## src/rtl/mesh_wormhole_pkg.sv

```systemverilog
// ============================================================================
// mesh_wormhole_pkg : flit id encodings, port indices and round-robin helper
// Revision: 1.0
// ============================================================================
`default_nettype none

package mesh_wormhole_pkg;

   typedef enum logic [1:0] {
      ID_BODY      = 2'b00,
      ID_TAIL      = 2'b01,
      ID_HEAD      = 2'b10,
      ID_HEAD_TAIL = 2'b11
   } flit_id_e;

   localparam int PORT_LOCAL = 0;
   localparam int PORT_NORTH = 1;
   localparam int PORT_EAST  = 2;
   localparam int PORT_SOUTH = 3;
   localparam int PORT_WEST  = 4;

   // Arbiter request vectors are sized for up to RR_MAX inputs.
   localparam int RR_MAX   = 16;
   localparam int RR_IDX_W = 4;

   typedef struct packed {
      logic                found;
      logic [RR_IDX_W-1:0] idx;
   } rr_sel_t;

   function automatic logic is_head(input logic [1:0] id);
      return (id == ID_HEAD) || (id == ID_HEAD_TAIL);
   endfunction

   function automatic logic is_tail(input logic [1:0] id);
      return (id == ID_TAIL) || (id == ID_HEAD_TAIL);
   endfunction

   // First requester found scanning upward from 'start', wrapping at n.
   function automatic rr_sel_t rr_pick(input logic [RR_MAX-1:0]   req,
                                       input logic [RR_IDX_W-1:0] start,
                                       input logic [RR_IDX_W:0]   n);
      rr_sel_t             sel;
      logic [RR_IDX_W:0]   k;
      sel = '0;
      for (int j = 0; j < RR_MAX; j++) begin
         k = {1'b0, start} + j[RR_IDX_W:0];
         if (k >= n) k = k - n;
         if (!sel.found && (j[RR_IDX_W:0] < n) && req[k[RR_IDX_W-1:0]]) begin
            sel.found = 1'b1;
            sel.idx   = k[RR_IDX_W-1:0];
         end
      end
      return sel;
   endfunction

endpackage

`default_nettype wire

```

## src/rtl/node_input_fifo.sv

```systemverilog
// ============================================================================
// node_input_fifo : first-word-fall-through input buffer, 2**DEPTH_W entries
// Revision: 1.0
// ============================================================================
`default_nettype none

module node_input_fifo #(
   parameter int DEPTH_W = 2,
   parameter int DATA_W  = 10
) (
   input  logic              clk_i,
   input  logic              rst_ni,
   input  logic              wr_vld_i,
   output logic              wr_rdy_o,
   input  logic [DATA_W-1:0] wr_data_i,
   output logic              rd_vld_o,
   input  logic              rd_pop_i,
   output logic [DATA_W-1:0] rd_data_o
);

   localparam int               DEPTH    = 1 << DEPTH_W;
   localparam logic [DEPTH_W:0] FULL_CNT = (DEPTH_W+1)'(DEPTH);

   logic [DATA_W-1:0]  mem_q [DEPTH];
   logic [DATA_W-1:0]  mem_d [DEPTH];
   logic [DEPTH_W-1:0] wr_ptr_q, wr_ptr_d;
   logic [DEPTH_W-1:0] rd_ptr_q, rd_ptr_d;
   logic [DEPTH_W:0]   cnt_q, cnt_d;
   logic               push, pop;

   assign wr_rdy_o  = (cnt_q != FULL_CNT);
   assign rd_vld_o  = (cnt_q != '0);
   assign rd_data_o = mem_q[rd_ptr_q];
   assign push      = wr_vld_i && wr_rdy_o;
   assign pop       = rd_pop_i && rd_vld_o;

   always_comb begin
      mem_d    = mem_q;
      wr_ptr_d = wr_ptr_q;
      rd_ptr_d = rd_ptr_q;
      cnt_d    = cnt_q;
      if (push) begin
         mem_d[wr_ptr_q] = wr_data_i;
         wr_ptr_d        = wr_ptr_q + 1'b1;
      end
      if (pop) rd_ptr_d = rd_ptr_q + 1'b1;
      if (push && !pop)      cnt_d = cnt_q + 1'b1;
      else if (pop && !push) cnt_d = cnt_q - 1'b1;
   end

   // Storage needs no reset: the pointers and count define what is valid.
   always_ff @(posedge clk_i) begin
      mem_q <= mem_d;
   end

   always_ff @(posedge clk_i or negedge rst_ni) begin
      if (!rst_ni) begin
         wr_ptr_q <= '0;
         rd_ptr_q <= '0;
         cnt_q    <= '0;
      end else begin
         wr_ptr_q <= wr_ptr_d;
         rd_ptr_q <= rd_ptr_d;
         cnt_q    <= cnt_d;
      end
   end

endmodule

`default_nettype wire

```

## src/rtl/mesh_wormhole_node.sv

```systemverilog
// ============================================================================
// mesh_wormhole_node : XY-routed wormhole mesh router with round-robin outputs
// Optional macro MESH_WORMHOLE_NODE_HOP_CNT_EN: increment head-flit hop count.
// Revision: 1.0
// ============================================================================
`default_nettype none

module mesh_wormhole_node
   import mesh_wormhole_pkg::*;
#(
   parameter int IN_N           = 5,
   parameter int OUT_M          = 5,
   parameter int FLIT_DATA_W    = 8,
   parameter int FLIT_ID_W      = 2,
   parameter int HOP_CNT_W      = 4,
   parameter int ROW_ADDR_W     = 2,
   parameter int COL_ADDR_W     = 2,
   parameter int ROW_CORD       = 0,
   parameter int COL_CORD       = 0,
   parameter int BUFFER_DEPTH_W = 2
) (
   input  logic                                     clk_i,
   input  logic                                     rst_ni,
   input  logic [IN_N*(FLIT_ID_W+FLIT_DATA_W)-1:0]  in_chan_data_i,
   input  logic [IN_N-1:0]                          in_chan_vld_i,
   output logic [IN_N-1:0]                          in_chan_rdy_o,
   output logic [OUT_M*(FLIT_ID_W+FLIT_DATA_W)-1:0] out_chan_data_o,
   output logic [OUT_M-1:0]                         out_chan_vld_o,
   input  logic [OUT_M-1:0]                         out_chan_rdy_i
);

   localparam int FLIT_W    = FLIT_ID_W + FLIT_DATA_W;
   localparam int IN_IDX_W  = (IN_N  > 1) ? $clog2(IN_N)  : 1;
   localparam int OUT_IDX_W = (OUT_M > 1) ? $clog2(OUT_M) : 1;
   localparam int HOP_LSB   = ROW_ADDR_W + COL_ADDR_W;

   localparam logic [COL_ADDR_W-1:0] MY_COL = COL_ADDR_W'(COL_CORD);
   localparam logic [ROW_ADDR_W-1:0] MY_ROW = ROW_ADDR_W'(ROW_CORD);
   localparam logic [RR_IDX_W:0]     N_IN   = (RR_IDX_W+1)'(IN_N);

`ifdef MESH_WORMHOLE_NODE_HOP_CNT_EN
   localparam bit HOP_EN = 1'b1;
`else
   localparam bit HOP_EN = 1'b0;
`endif

   logic [FLIT_W-1:0]    fifo_data [IN_N];
   logic [IN_N-1:0]      fifo_vld;
   logic [IN_N-1:0]      fifo_pop;
   logic [OUT_IDX_W-1:0] route [IN_N];
   logic [IN_N-1:0]      in_locked;
   logic [IN_N-1:0]      head_req;
   logic [IN_N-1:0]      drop;

   logic [RR_MAX-1:0]    req_vec [OUT_M];
   rr_sel_t              sel [OUT_M];
   logic [OUT_M-1:0]     gnt_vld;
   logic [OUT_M-1:0]     active;
   logic [OUT_M-1:0]     xfer;
   logic [IN_IDX_W-1:0]  src [OUT_M];
   logic [FLIT_W-1:0]    out_flit [OUT_M];

   logic [OUT_M-1:0]     lock_vld_q, lock_vld_d;
   logic [IN_IDX_W-1:0]  lock_src_q [OUT_M];
   logic [IN_IDX_W-1:0]  lock_src_d [OUT_M];
   logic [RR_IDX_W-1:0]  rr_ptr_q [OUT_M];
   logic [RR_IDX_W-1:0]  rr_ptr_d [OUT_M];

   for (genvar gi = 0; gi < IN_N; gi++) begin : g_in_fifo
      node_input_fifo #(
         .DEPTH_W (BUFFER_DEPTH_W),
         .DATA_W  (FLIT_W)
      ) u_fifo (
         .clk_i     (clk_i),
         .rst_ni    (rst_ni),
         .wr_vld_i  (in_chan_vld_i[gi]),
         .wr_rdy_o  (in_chan_rdy_o[gi]),
         .wr_data_i (in_chan_data_i[gi*FLIT_W +: FLIT_W]),
         .rd_vld_o  (fifo_vld[gi]),
         .rd_pop_i  (fifo_pop[gi]),
         .rd_data_o (fifo_data[gi])
      );
   end

   // XY routing of whatever flit sits at each FIFO head; used only for heads.
   always_comb begin
      for (int i = 0; i < IN_N; i++) begin
         if (fifo_data[i][COL_ADDR_W-1:0] > MY_COL)
            route[i] = OUT_IDX_W'(PORT_EAST);
         else if (fifo_data[i][COL_ADDR_W-1:0] < MY_COL)
            route[i] = OUT_IDX_W'(PORT_WEST);
         else if (fifo_data[i][COL_ADDR_W +: ROW_ADDR_W] > MY_ROW)
            route[i] = OUT_IDX_W'(PORT_SOUTH);
         else if (fifo_data[i][COL_ADDR_W +: ROW_ADDR_W] < MY_ROW)
            route[i] = OUT_IDX_W'(PORT_NORTH);
         else
            route[i] = OUT_IDX_W'(PORT_LOCAL);
      end
   end

   always_comb begin
      in_locked = '0;
      for (int o = 0; o < OUT_M; o++) begin
         if (lock_vld_q[o]) in_locked[lock_src_q[o]] = 1'b1;
      end
      for (int i = 0; i < IN_N; i++) begin
         head_req[i] = fifo_vld[i] && is_head(fifo_data[i][FLIT_W-1 -: 2]) && !in_locked[i];
         drop[i]     = fifo_vld[i] && !is_head(fifo_data[i][FLIT_W-1 -: 2]) && !in_locked[i];
      end
   end

   always_comb begin
      for (int o = 0; o < OUT_M; o++) begin
         req_vec[o] = '0;
         for (int i = 0; i < IN_N; i++) begin
            req_vec[o][i] = head_req[i] && (route[i] == OUT_IDX_W'(o));
         end
         sel[o]        = rr_pick(req_vec[o], rr_ptr_q[o], N_IN);
         gnt_vld[o]    = !lock_vld_q[o] && sel[o].found;
         active[o]     = lock_vld_q[o] || gnt_vld[o];
         src[o]        = lock_vld_q[o] ? lock_src_q[o] : sel[o].idx[IN_IDX_W-1:0];
         out_chan_vld_o[o] = active[o] && fifo_vld[src[o]];
         xfer[o]       = out_chan_vld_o[o] && out_chan_rdy_i[o];

         out_flit[o] = fifo_data[src[o]];
         if (HOP_EN && is_head(out_flit[o][FLIT_W-1 -: 2]) &&
             (out_flit[o][HOP_LSB +: HOP_CNT_W] != '1))
            out_flit[o][HOP_LSB +: HOP_CNT_W] = out_flit[o][HOP_LSB +: HOP_CNT_W] + 1'b1;
         out_chan_data_o[o*FLIT_W +: FLIT_W] = out_flit[o];

         // A lock lives from grant until its tail flit actually leaves.
         lock_vld_d[o] = active[o] && !(xfer[o] && is_tail(fifo_data[src[o]][FLIT_W-1 -: 2]));
         lock_src_d[o] = src[o];
         if (gnt_vld[o])
            rr_ptr_d[o] = (sel[o].idx == RR_IDX_W'(IN_N-1)) ? '0 : sel[o].idx + 1'b1;
         else
            rr_ptr_d[o] = rr_ptr_q[o];
      end
   end

   always_comb begin
      fifo_pop = drop;
      for (int o = 0; o < OUT_M; o++) begin
         if (xfer[o]) fifo_pop[src[o]] = 1'b1;
      end
   end

   always_ff @(posedge clk_i or negedge rst_ni) begin
      if (!rst_ni) begin
         lock_vld_q <= '0;
         for (int o = 0; o < OUT_M; o++) begin
            lock_src_q[o] <= '0;
            rr_ptr_q[o]   <= '0;
         end
      end else begin
         lock_vld_q <= lock_vld_d;
         for (int o = 0; o < OUT_M; o++) begin
            lock_src_q[o] <= lock_src_d[o];
            rr_ptr_q[o]   <= rr_ptr_d[o];
         end
      end
   end

endmodule

`default_nettype wire

```

## config.mk

```make
export PLATFORM = sky130hd
export DESIGN_NAME = mesh_wormhole_node
export DESIGN_NICKNAME = d
export VERILOG_FILES = /design/src/rtl/mesh_wormhole_pkg.sv /design/src/rtl/node_input_fifo.sv /design/src/rtl/mesh_wormhole_node.sv
export SDC_FILE = /design/constraint.sdc
export NUM_CORES = 1
export LEC_CHECK = 0
export BUFFER_PORTS_ARGS = -buffer_cell sky130_fd_sc_hd__buf_2
export CAP_MARGIN = 10
export CELL_PAD_IN_SITES_DETAIL_PLACEMENT = 0
export CELL_PAD_IN_SITES_GLOBAL_PLACEMENT = 1
export CORE_UTILIZATION = 40
export DETAILED_ROUTE_END_ITERATION = 6
export GPL_ROUTABILITY_DRIVEN = 0
export PLACE_DENSITY = 0.7
export SETUP_SLACK_MARGIN = 0.5
export SYNTH_ARGS = -nofsm -noshare
export SYNTH_HDL_FRONTEND = slang
export SYNTH_SLANG_ARGS = --single-unit
export TNS_END_PERCENT = 5
```

## constraint.sdc

```tcl
create_clock -name clk_i -period 5.6 [get_ports clk_i]
set_input_delay 1.12 -clock clk_i [delete_from_list [all_inputs] [get_ports clk_i]]
set_output_delay 1.12 -clock clk_i [all_outputs]
set_load 0.05 [all_outputs]
```

==> run summary <==
H-tree Lvls: 1
Die span in x: 213 µm
Slew HR: 0.336
Remaining antenna violation count: 0
Syn Inst Count: 1676
Clock sinks: 267
Worst R2R End: g_in_fifo[4].u_fifo.cnt_q[1]
Fin worst setup slack: -268 ps
Min-delay worst type: in -> async
RSZ-0062 raised after global routing: true
Final Max Tran Viols: 0
Clk_skew: 15.1 ps
Synth Register Bits: 267
Final setup vio count: 33
Port Buffers: 121
Rows: 76
Post-synth top area cell: edfxtp_1
M3 GR Usage: 0.0318
Largest net degree at the start of global routing: 59
Root buf cell: clkbuf_16
Synthesis Warnings: 0
CP arrival: 4750 ps
Total CTS buffers: 29
Worst-path cell chain: buf_4, buf_12, mux4_2, nor2_4, nand4_1, o31ai_2, o41ai_2, or3_4, a311o_1, a22oi_2, o21a_4, buf_12, mux4_2, a22o_4, buf_12
Avg Cell Area, Syn: 10.6 µm²
Register area share after synthesis: 0.431
Critical Path Max Stage Delay: 530 ps
Die Y-Extent: 213 µm
Clk buf depth: 3
Initial core utilization: 0.410
Final-stage net count: 2122
Boundary Pins: 122
DR vias: 15300
Area grow syn2layout: 31.8%
Data required, critical path: 4480 ps
GR Layer Usage met1: 0.351
Net Count, Synth: 1820
Met2 Usage GRT: 0.431
Layout cells sized above 1: 0.364
Synth top area share: 0.337
GRT overflow: 0
Critical Path End Type: output pin
Number of synthesized flops with an enable pin: 200
Post-synth cell types: 102
Post-synth top flop: edfxtp_1
Initial antenna violation count: 0
Core footprint: 43500 µm²
Fin crit period: 5870 ps
CP max FO: 5
CTS tree: yes
DRC viols: 0
Final hold violation count: 0
Slowest CP cell: mux4_2
Diode count: 0
Status: complete, but fails checks
Failing checks: negative setup slack
Routed len/inst: 22.9 µm
Maxcap violations: 0
DRT iter0 DRCs: 1309
Crit share post-route: 1.05
First-pass GRT wire length: 90.0 mm
Setup TNS: -3760 ps
FF-to-FF setup slack: 350 ps
Synth Cell Area: 17800 µm²
FF-to-FF path depth: 20
First-pass iteration count of the detailed router: 6
Fmax: 170 MHz
Post-cts hold buffer count: 0
Detailed placer's ending HPWL: 44.2 mm
Slew @ Worst Pin: 989 ps
Main area contributors after synthesis: edfxtp_1 34%, dfrtp_1 9.4%, mux4_2 6.3%
Vias/cell: 5.92
CP startpoint kind: flip-flop
Clk_lat worst skew: 560 ps
Total track usage: 0.260
CTS clk-pin slew, worst paths: 70 ps
R2r startpoint: g_in_fifo[4].u_fifo.rd_ptr_q[0]
Crit Path Class: reg -> out
Hold slack: 381 ps
Die area: 45400 µm²
Crit. Startpoint: g_in_fifo[4].u_fifo.rd_ptr_q[0]
Number of global-route vias before repair: 15200
Total Wirelength: 59.2 mm
Top Usage Layer GRT: met2
Worst path most repeated cell: buf_12
FFs w/ async S/R, synth: 0.251
## synth_stat cells (all sizes together), types with 7 or more instances
master / count
nand4: 13
o22ai: 26
nor3: 39
inv: 70
clkbuf: 45
o31ai: 9
a21oi: 97
or2: 11
o2bb2ai: 7
mux4: 51
nor4b: 8
nand4b: 7
o21ai: 76
and2: 23
a21o: 8
nor2: 109
nor2b: 10
or3: 18
o211ai: 11
and4: 7
ha: 77
xnor2: 45
nor4bb: 7
xor2: 22
mux2i: 72
a22o: 19
nand2: 158
a221oi: 12
nand3: 35
nor4: 8
a21boi: 8
a31oi: 31
buf: 37
mux2: 19
edfxtp: 200
dfrtp: 67
a22oi: 10
nand2b: 17
and3: 36
a211oi: 17
## sequential cells by signal, summed over array words and instances (netlist names)
| name | flops |
|---|---|
| g_in_fifo.u_fifo.cnt_q | 15 |
| g_in_fifo.u_fifo.mem_q | 200 |
| g_in_fifo.u_fifo.rd_ptr_q | 10 |
| g_in_fifo.u_fifo.wr_ptr_q | 10 |
| lock_src_q | 15 |
| lock_vld_q | 5 |
| rr_ptr_q | 12 |
## repair_timing
item	in CTS	in global routing
endpoints found under the setup margin	43	43
gates resized for setup	208	107
buffers inserted	47	16
gates cloned	1	3
pin swaps	48	46
## area by class of cell
type	count	area, µm²
Timing Repair Buffer	353	2900
Multi-Input combinational cell	1253	10900
Clock buffer	36	752
Fill cell	3815	20000
Inverter	74	319
Clock inverter	16	190
Sequential cell	267	7700
Tap cell	585	732
## per-stage QoR
| step | std cells | setup WS, ps | cell area [µm²] | util |
|---|---|---|---|---|
| after global placement | 2464 | -12.9 | 20600 | 0.474 |
| after detailed placement | 2464 | -36.2 | 20600 | 0.474 |
| final | 2584 | -268 | 23500 | 0.540 |
| after floorplan | 1676 | 393 | 18400 | - |
| after CTS | 2564 | -158 | 22800 | 0.525 |
| after global routing | 2584 | -401 | 23500 | 0.540 |
## worst max-delay path, delay by kind of cell, from the launching register on
kind                   cells  cell delay [ps]
buffers and inverters      4              520
flip-flops                 1              420
AO/OA/AOI/OAI              6             1430
multiplexers               2             1050
AND/OR/NAND/NOR            3              760
## worst max path at each step
stage | cells after the start | endpoint | slack (ps)
2_1_floorplan | 17 | out_chan_data_o[39] | 390
3_3_place_gp | 16 | out_chan_data_o[29] | -10
3_5_place_dp | 16 | out_chan_data_o[29] | -40
4_1_cts | 16 | out_chan_data_o[38] | -160
5_1_grt | 14 | out_chan_data_o[8] | -400
6_report | 15 | out_chan_data_o[8] | -270
## cells by family after synthesis
family | count (synthesis) | share of synthesized area
simple gates | 527 | 0.151
compound gates | 435 | 0.170
flops | 267 | 0.431
buf+inv | 156 | 0.0369
mux | 142 | 0.117
fa+ha+maj | 82 | 0.0597
xor+xnor | 67 | 0.0334
## layout by cell type (no fill, tap or decap), types with 13 or more instances in the layout
cell         n
a31oi_1     27
nand2b_1    16
o22ai_4     13
nand4_1     13
xor2_1      18
nand3_1     35
nor2_1      94
mux2i_1     56
ha_1        61
nor3_1      30
buf_4      199
a21oi_1     65
edfxtp_1   200
dfrtp_2     15
and3_1      35
a21oi_2     29
clkbuf_16   32
mux4_2      51
inv_1       56
nand2_1    153
dfrtp_1     52
o21ai_0     56
buf_2       88
and2_1      13
mux2_2      17
buf_6       37
buf_12      13
xnor2_1     35
## routing by layer
metal | up-vias | part of all wire | routed length [µm]
li1 | 7049 | - | -
met4 | 0 | 0.037 | 2190
met5 | - | 0 | 0
met2 | 533 | 0.48 | 28100
met3 | 146 | 0.056 | 3320
met1 | 7580 | 0.43 | 25500
Power is not shown: default switching activity piles up to over one toggle a cycle in this logic, so the estimate is an artifact.
